==> src/rtl/riscie_pkg.sv <==
// Shared definitions for the riscie pipeline: major opcodes, immediate
// format selector and a 32->64 bit sign-extension helper.
package riscie_pkg;

    localparam logic [6:0] OPC_LOAD   = 7'b0000011;
    localparam logic [6:0] OPC_STORE  = 7'b0100011;
    localparam logic [6:0] OPC_BRANCH = 7'b1100011;
    localparam logic [6:0] OPC_OP     = 7'b0110011;
    localparam logic [6:0] OPC_OP_IMM = 7'b0010011;
    localparam logic [6:0] OPC_LUI    = 7'b0110111;
    localparam logic [6:0] OPC_AUIPC  = 7'b0010111;
    localparam logic [6:0] OPC_JAL    = 7'b1101111;
    localparam logic [6:0] OPC_JALR   = 7'b1100111;

    typedef enum logic [2:0] {
        IMM_NONE = 3'd0,
        IMM_I    = 3'd1,
        IMM_S    = 3'd2,
        IMM_B    = 3'd3,
        IMM_U    = 3'd4,
        IMM_J    = 3'd5
    } imm_fmt_t;

    function automatic logic [63:0] sext32(input logic [31:0] v);
        return {{32{v[31]}}, v};
    endfunction

endpackage

==> src/rtl/decode_regfile.sv <==
// NREGS x XLEN register file with two asynchronous read ports and x0 hardwired
// to zero. DECODE_WB_BYPASS_EN forwards a same-cycle writeback to the readers.
module decode_regfile #(
    parameter int XLEN  = 32,
    parameter int NREGS = 32,
    parameter int RAW   = $clog2(NREGS)
) (
    input  logic            clk,
    input  logic            rst,
    input  logic [RAW-1:0]  ra1,
    input  logic [RAW-1:0]  ra2,
    output logic [XLEN-1:0] rd1,
    output logic [XLEN-1:0] rd2,
    input  logic            we,
    input  logic [RAW-1:0]  wa,
    input  logic [XLEN-1:0] wd
);

    logic [XLEN-1:0] mem_r [NREGS];

    // Storage: reset clears every entry; writes to x0 are discarded.
    always_ff @(posedge clk) begin
        if (rst) begin
            for (int i = 0; i < NREGS; i++) begin
                mem_r[i] <= {XLEN{1'b0}};
            end
        end else if (we && (wa != {RAW{1'b0}})) begin
            mem_r[wa] <= wd;
        end
    end

    // Read port 1.
    always_comb begin
        rd1 = {XLEN{1'b0}};
        if (ra1 == {RAW{1'b0}}) begin
            rd1 = {XLEN{1'b0}};
`ifdef DECODE_WB_BYPASS_EN
        end else if (we && (wa == ra1)) begin
            rd1 = wd;
`endif
        end else begin
            rd1 = mem_r[ra1];
        end
    end

    // Read port 2.
    always_comb begin
        rd2 = {XLEN{1'b0}};
        if (ra2 == {RAW{1'b0}}) begin
            rd2 = {XLEN{1'b0}};
`ifdef DECODE_WB_BYPASS_EN
        end else if (we && (wa == ra2)) begin
            rd2 = wd;
`endif
        end else begin
            rd2 = mem_r[ra2];
        end
    end

endmodule

==> src/rtl/decode_stage.sv <==
// riscie ID stage: register read, immediate generation, load-use hazard and
// the ID/EX register. Optional macro DECODE_WB_BYPASS_EN (see decode_regfile).
module decode_stage
    import riscie_pkg::*;
#(
    parameter int XLEN  = 32,
    parameter int NREGS = 32,
    parameter int RAW   = $clog2(NREGS)
) (
    input  logic            clk,
    input  logic            rst,
    input  logic            ifid_valid,
    input  logic [31:0]     ifid_inst,
    input  logic [XLEN-1:0] ifid_pc,
    input  logic            wb_en,
    input  logic [RAW-1:0]  wb_rd,
    input  logic [XLEN-1:0] wb_data,
    input  logic            ex_flush,
    output logic            stall,
    output logic            idex_valid,
    output logic [XLEN-1:0] idex_pc,
    output logic [XLEN-1:0] idex_rs1_data,
    output logic [XLEN-1:0] idex_rs2_data,
    output logic [RAW-1:0]  idex_rs1,
    output logic [RAW-1:0]  idex_rs2,
    output logic [RAW-1:0]  idex_rd,
    output logic [2:0]      idex_funct3,
    output logic [6:0]      idex_funct7,
    output logic [6:0]      idex_opcode,
    output logic [XLEN-1:0] idex_imm,
    output logic            idex_mem_read
);

    logic [6:0]      opcode_s;
    logic [RAW-1:0]  rs1_s, rs2_s, rd_s;
    logic [XLEN-1:0] rs1_data_s, rs2_data_s;
    logic            uses_rs1_s, uses_rs2_s, is_load_s, hit_s;
    imm_fmt_t        imm_fmt_s;
    logic [31:0]     imm32_s;
    logic [XLEN-1:0] imm_s;

    logic            idex_valid_r, idex_mem_read_r;
    logic [XLEN-1:0] idex_pc_r, idex_rs1_data_r, idex_rs2_data_r, idex_imm_r;
    logic [RAW-1:0]  idex_rs1_r, idex_rs2_r, idex_rd_r;
    logic [2:0]      idex_funct3_r;
    logic [6:0]      idex_funct7_r, idex_opcode_r;

    assign opcode_s = ifid_inst[6:0];
    assign rd_s     = ifid_inst[7  +: RAW];
    assign rs1_s    = ifid_inst[15 +: RAW];
    assign rs2_s    = ifid_inst[20 +: RAW];

    decode_regfile #(
        .XLEN (XLEN),
        .NREGS(NREGS),
        .RAW  (RAW)
    ) u_regfile (
        .clk(clk),
        .rst(rst),
        .ra1(rs1_s),
        .ra2(rs2_s),
        .rd1(rs1_data_s),
        .rd2(rs2_data_s),
        .we (wb_en),
        .wa (wb_rd),
        .wd (wb_data)
    );

    // Opcode classification: operand usage, load flag, immediate format.
    always_comb begin
        uses_rs1_s = 1'b1;
        uses_rs2_s = 1'b0;
        is_load_s  = 1'b0;
        imm_fmt_s  = IMM_NONE;
        case (opcode_s)
            OPC_LOAD: begin
                imm_fmt_s = IMM_I;
                is_load_s = 1'b1;
            end
            OPC_OP_IMM, OPC_JALR: imm_fmt_s = IMM_I;
            OPC_STORE: begin
                imm_fmt_s  = IMM_S;
                uses_rs2_s = 1'b1;
            end
            OPC_BRANCH: begin
                imm_fmt_s  = IMM_B;
                uses_rs2_s = 1'b1;
            end
            OPC_OP: uses_rs2_s = 1'b1;
            OPC_LUI, OPC_AUIPC: begin
                imm_fmt_s  = IMM_U;
                uses_rs1_s = 1'b0;
            end
            OPC_JAL: begin
                imm_fmt_s  = IMM_J;
                uses_rs1_s = 1'b0;
            end
            default: imm_fmt_s = IMM_NONE;
        endcase
    end

    // 32-bit immediate assembly; every format carries its sign in inst[31].
    always_comb begin
        imm32_s = 32'd0;
        case (imm_fmt_s)
            IMM_I: imm32_s = {{20{ifid_inst[31]}}, ifid_inst[31:20]};
            IMM_S: imm32_s = {{20{ifid_inst[31]}}, ifid_inst[31:25], ifid_inst[11:7]};
            IMM_B: imm32_s = {{19{ifid_inst[31]}}, ifid_inst[31], ifid_inst[7],
                              ifid_inst[30:25], ifid_inst[11:8], 1'b0};
            IMM_U: imm32_s = {ifid_inst[31:12], 12'd0};
            IMM_J: imm32_s = {{11{ifid_inst[31]}}, ifid_inst[31], ifid_inst[19:12],
                              ifid_inst[20], ifid_inst[30:21], 1'b0};
            default: imm32_s = 32'd0;
        endcase
    end

    if (XLEN == 64) begin : g_imm64
        assign imm_s = sext32(imm32_s);
    end else begin : g_imm32
        assign imm_s = imm32_s;
    end

    // A load in EX whose destination is read here costs one bubble; flush and reset override.
    assign hit_s = (uses_rs1_s && (rs1_s == idex_rd_r)) ||
                   (uses_rs2_s && (rs2_s == idex_rd_r));
    assign stall = !rst && !ex_flush && ifid_valid && idex_valid_r &&
                   idex_mem_read_r && (idex_rd_r != {RAW{1'b0}}) && hit_s;

    // ID/EX register: reset, then flush/stall bubble, then normal capture.
    always_ff @(posedge clk) begin
        if (rst) begin
            idex_valid_r    <= 1'b0;
            idex_mem_read_r <= 1'b0;
            idex_pc_r       <= {XLEN{1'b0}};
            idex_rs1_data_r <= {XLEN{1'b0}};
            idex_rs2_data_r <= {XLEN{1'b0}};
            idex_imm_r      <= {XLEN{1'b0}};
            idex_rs1_r      <= {RAW{1'b0}};
            idex_rs2_r      <= {RAW{1'b0}};
            idex_rd_r       <= {RAW{1'b0}};
            idex_funct3_r   <= 3'd0;
            idex_funct7_r   <= 7'd0;
            idex_opcode_r   <= 7'd0;
        end else if (ex_flush || stall) begin
            idex_valid_r    <= 1'b0;
            idex_mem_read_r <= 1'b0;
        end else begin
            idex_valid_r    <= ifid_valid;
            idex_mem_read_r <= ifid_valid && is_load_s;
            idex_pc_r       <= ifid_pc;
            idex_rs1_data_r <= rs1_data_s;
            idex_rs2_data_r <= rs2_data_s;
            idex_imm_r      <= imm_s;
            idex_rs1_r      <= rs1_s;
            idex_rs2_r      <= rs2_s;
            idex_rd_r       <= rd_s;
            idex_funct3_r   <= ifid_inst[14:12];
            idex_funct7_r   <= ifid_inst[31:25];
            idex_opcode_r   <= opcode_s;
        end
    end

    assign idex_valid    = idex_valid_r;
    assign idex_mem_read = idex_mem_read_r;
    assign idex_pc       = idex_pc_r;
    assign idex_rs1_data = idex_rs1_data_r;
    assign idex_rs2_data = idex_rs2_data_r;
    assign idex_imm      = idex_imm_r;
    assign idex_rs1      = idex_rs1_r;
    assign idex_rs2      = idex_rs2_r;
    assign idex_rd       = idex_rd_r;
    assign idex_funct3   = idex_funct3_r;
    assign idex_funct7   = idex_funct7_r;
    assign idex_opcode   = idex_opcode_r;

endmodule
==> config.mk <==
export PLATFORM = sky130hd
export DESIGN_NAME = decode_stage
export DESIGN_NICKNAME = d
export VERILOG_FILES = /design/src/rtl/riscie_pkg.sv /design/src/rtl/decode_regfile.sv /design/src/rtl/decode_stage.sv
export SDC_FILE = /design/constraint.sdc
export NUM_CORES = 2
export LEC_CHECK = 0
export ABC_CLOCK_PERIOD_IN_PS = 8600
export CELL_PAD_IN_SITES_DETAIL_PLACEMENT = 1
export CELL_PAD_IN_SITES_GLOBAL_PLACEMENT = 2
export CORE_ASPECT_RATIO = 1.4
export CORE_MARGIN = 1
export CORE_UTILIZATION = 45
export CTS_CLUSTER_DIAMETER = 60
export DETAILED_ROUTE_END_ITERATION = 16
export PLACE_DENSITY = 0.85
export SLEW_MARGIN = 30
export SYNTH_ARGS = -nofsm -noshare
export SYNTH_HDL_FRONTEND = slang
export SYNTH_SLANG_ARGS = --single-unit
export TNS_END_PERCENT = 20
==> constraint.sdc <==
create_clock -name clk -period 8.6 [get_ports clk]
set_input_delay 1.29 -clock clk [delete_from_list [all_inputs] [get_ports clk]]
set_output_delay 1.29 -clock clk [all_outputs]
set_load 0.05 [all_outputs]
==> metrics <==
post-layout min period approximately 5600 ps; final worst slack 2980 ps; first-pass GRT wire length 323 mm; IO Count between 200 and 300; fraction of layout cells with a size suffix above 1 between 15 and 20%; Yosys reg bits approximately 1200; number of global-route vias before repair roughly 45000; Async SR Flop Fraction 0%; CP startpoint kind input pin; Crit path required time between 7000 and 8000 ps; Post-CTS Setup Inserts 0; Horiz. Die Dim ~310 um; Crit Path Max Fanout 10; CTS H-tree lvls 4; leakage 0.0247 uW; Power Dens Cells approximately 210 mW/mm^2; crit path cell chain clkdlybuf4s50_1 -> xnor2_1 -> nand4_1 -> nor3b_2 -> or2_2 -> clkdlybuf4s50_1; worst skew pair latency approximately 790 ps; Max Fclk about 180 MHz; Crit path top cell by count clkdlybuf4s50_1; HP Class flop to flop; Mapped Cells roughly 4600; Routed Antenna Nets 0; RSZ-0062 raised after global routing no; GRT Total Usage between 30 and 40%; status complete, no violations; row count around 160; CTS tree built; Worst R2R Setup Slack between 5000 and 6000 ps; largest family of logic cells by synthesized area multiplexers; Slew Limit Fails 0; post-synth cell types 55; Synth-to-Final Area Change 14.9%; initial DRC count roughly 4800; Worst slew margin between 20% and 30%; GRT overflow 0; syn avg cell area around 13 um^2; Pre-Repair DR Iteration Count 6; Final Hold Viols 0; Data arrival, critical path 4330 ps; fillcell total between 10000 and 15000; mux cell area share after synthesis 18.7%; Worst R2R Start idex_rd[0]; hold_sp idex_pc[25]; GPL Wtd Cong 0.842; CP Class input pin to primary output; Top FF cell, synth edfxtp_1; skew final between 20 and 30 ps; total number of vias 43100; sequential fraction of the synthesis area a little under three fifths; clock sink count between 1000 and 1500; XOR/XNOR Fraction of Synth Area less than 1%; Resized Gates After CTS 0; die area 0.137 mm^2; die height roughly 440 um; Worst IR Drop VDD 165 uV; IO buf count roughly 270; Hold Path Stages 2; synth warn 0; max cap viols 0; TritonCTS buffer count 130; DRT Wirelength 228 mm; number of synthesized flops with an enable pin ~1000; crit-path max cell delay 940 ps; hold endpoint idex_pc[25]; CP max-delay cell clkdlybuf4s50_1; antenna violations before repair 15; routed len/inst roughly 35 um; via/cell ratio 6.55; Max Buffers Root-to-Sink 3; Setup violations, final 0; pin count of the biggest net entering global routing between 100 and 150; worst slack, placed roughly 3000 ps; Worst-path clk slew about 50 ps; Root Buffer clkbuf_16; worst reg2reg path depth 7; Period Utilization, post-route 65.4%; compound-cell area share of the yosys netlist under 10%; post-synthesis cell area between 0.06 and 0.07 mm^2; core area 0.134 mm^2; Layout Nets slightly below 5000; simple-gate share of the synthesized area about an eighth; DRC viols 0; setup TNS 0 ps; Post-CTS Hold Fix Bufs 0; hpwl dp ~130 mm; Starting Density a little under half; worst reg2reg path endpoint idex_pc[9]; worst slew pin tran approximately 1200 ps; crit end category primary output; post-synthesis adder-cell area fraction 0%
stage by stage:
stage                     cells  hold slack [ps]  total power (uW)  util, %  cell area [um^2]
after global placement     6338              440              8700     48.8             65500
after CTS                  6574              456             14400     52.0             69800
after detailed placement   6344              447              8760     48.9             65600
after global routing       6576              468             14600     52.0             69800
final                      6582              454             14300     52.1             69800
after floorplan            4657              667              7950        -             60900
worst max-delay path: cells and delay by family:
family,cells,cell delay [ps]
buffers and inverters,2,1730
and+or+nand+nor,3,1110
xor gates and xnor gates,1,200
kinds of logic (layout without fill, tap and decap cells):
family / after synthesis / in the layout
simple gates: 1417 / 1417
flops: 1186 / 1186
mux: 761 / 761
compound gates: 718 / 718
buf+inv: 533 / 681
xor+xnor: 10 / 10
other cells: 1 / 38
synth_stat cells (all sizes together), types with 2 or more instances:
cell type	number	area share (%)
edfxtp	1024	51
and2	995	10
mux2i	456	7.5
clkbuf	334	2.1
mux4	298	11
a221oi	232	3.4
nand2	211	1.3
o21ai	203	1.7
dfxtp	162	5.3
buf	138	1.1
nor2	122	0.75
a22oi	115	1.4
a21oi	84	0.71
inv	61	0.38
a32oi	57	0.82
nor3	27	0.25
a211oi	21	0.35
nand3	19	0.16
nand3b	8	0.099
mux2	7	0.13
nor2b	7	0.072
xnor2	6	0.086
nand2b	4	0.041
nor4	4	0.076
xor2	4	0.058
and3	3	0.031
nand4	3	0.031
o211ai	3	0.060
or3	3	0.031
or3b	3	0.043
nand4bb	2	0.037
nor3b	2	0.033
power breakdown:
group / switching, uW / internal [uW]
clock network: 2390 / 3260
registers: 196 / 6570
logic: 1260 / 661
layout by cell type (no fill, tap or decap), drive strengths merged, types with 6 or more instances in the layout:
master	n
diode	6
xnor2	6
and2	995
nand2	211
bufinv	9
mux2	7
a221oi	232
a211oi	21
a22oi	115
edfxtp	1024
nor2	122
mux4	298
a21oi	84
clkinv	40
dfxtp	162
inv	65
nand3	19
clkbuf	178
mux2i	456
buf	156
a32oi	57
nor3	27
nor2b	7
o21ai	203
conb	32
clkdlybuf4s50	232
nand3b	8
layout make-up:
class / count / area [um^2] / share of cell area, %
Inverter: 61 / 231 / 0.332
Clock inverter: 54 / 513 / 0.735
Multi-Input combinational cell: 2938 / 25400 / 36.5
Sequential cell: 1186 / 34000 / 48.7
Timing Repair Buffer: 390 / 3710 / 5.31
Tap cell: 1771 / 2220 / 3.17
Clock buffer: 176 / 3680 / 5.27
Antenna cell: 6 / 15.0 / 0.0215
flip-flops by register name, indices dropped and copies added, names as in the netlist:
register,cells
idex_funct3,3
idex_funct7,7
idex_imm,32
idex_mem_read,1
idex_opcode,7
idex_pc,32
idex_rd,5
idex_rs1,5
idex_rs1_data,32
idex_rs2,5
idex_rs2_data,32
idex_valid,1
u_regfile.mem_r,1024
per-layer routing:
layer | global-route usage (%) | vias to the layer above | part of all wire, %
li1 | - | 17600 | -
met1 | 40.0 | 22300 | 36
met2 | 55.0 | 2485 | 48
met3 | 5.43 | 658 | 8.6
met4 | 21.8 | 6 | 7.4
met5 | 0 | - | 0.016
worst max path at each step:
stage                              from                      to  slack, ps  depth (start not counted)
after global placement    ifid_inst[24]                   stall       3020                          6
after detailed placement  ifid_inst[24]                   stall       2990                          6
after floorplan                     rst  u_regfile.mem_r[13][0]       3720                          5
after global routing      ifid_inst[24]                   stall       2880                          6
after CTS                 ifid_inst[24]                   stall       2980                          6
final                     ifid_inst[24]                   stall       2980                          6
(Power assumes the default switching activity.)
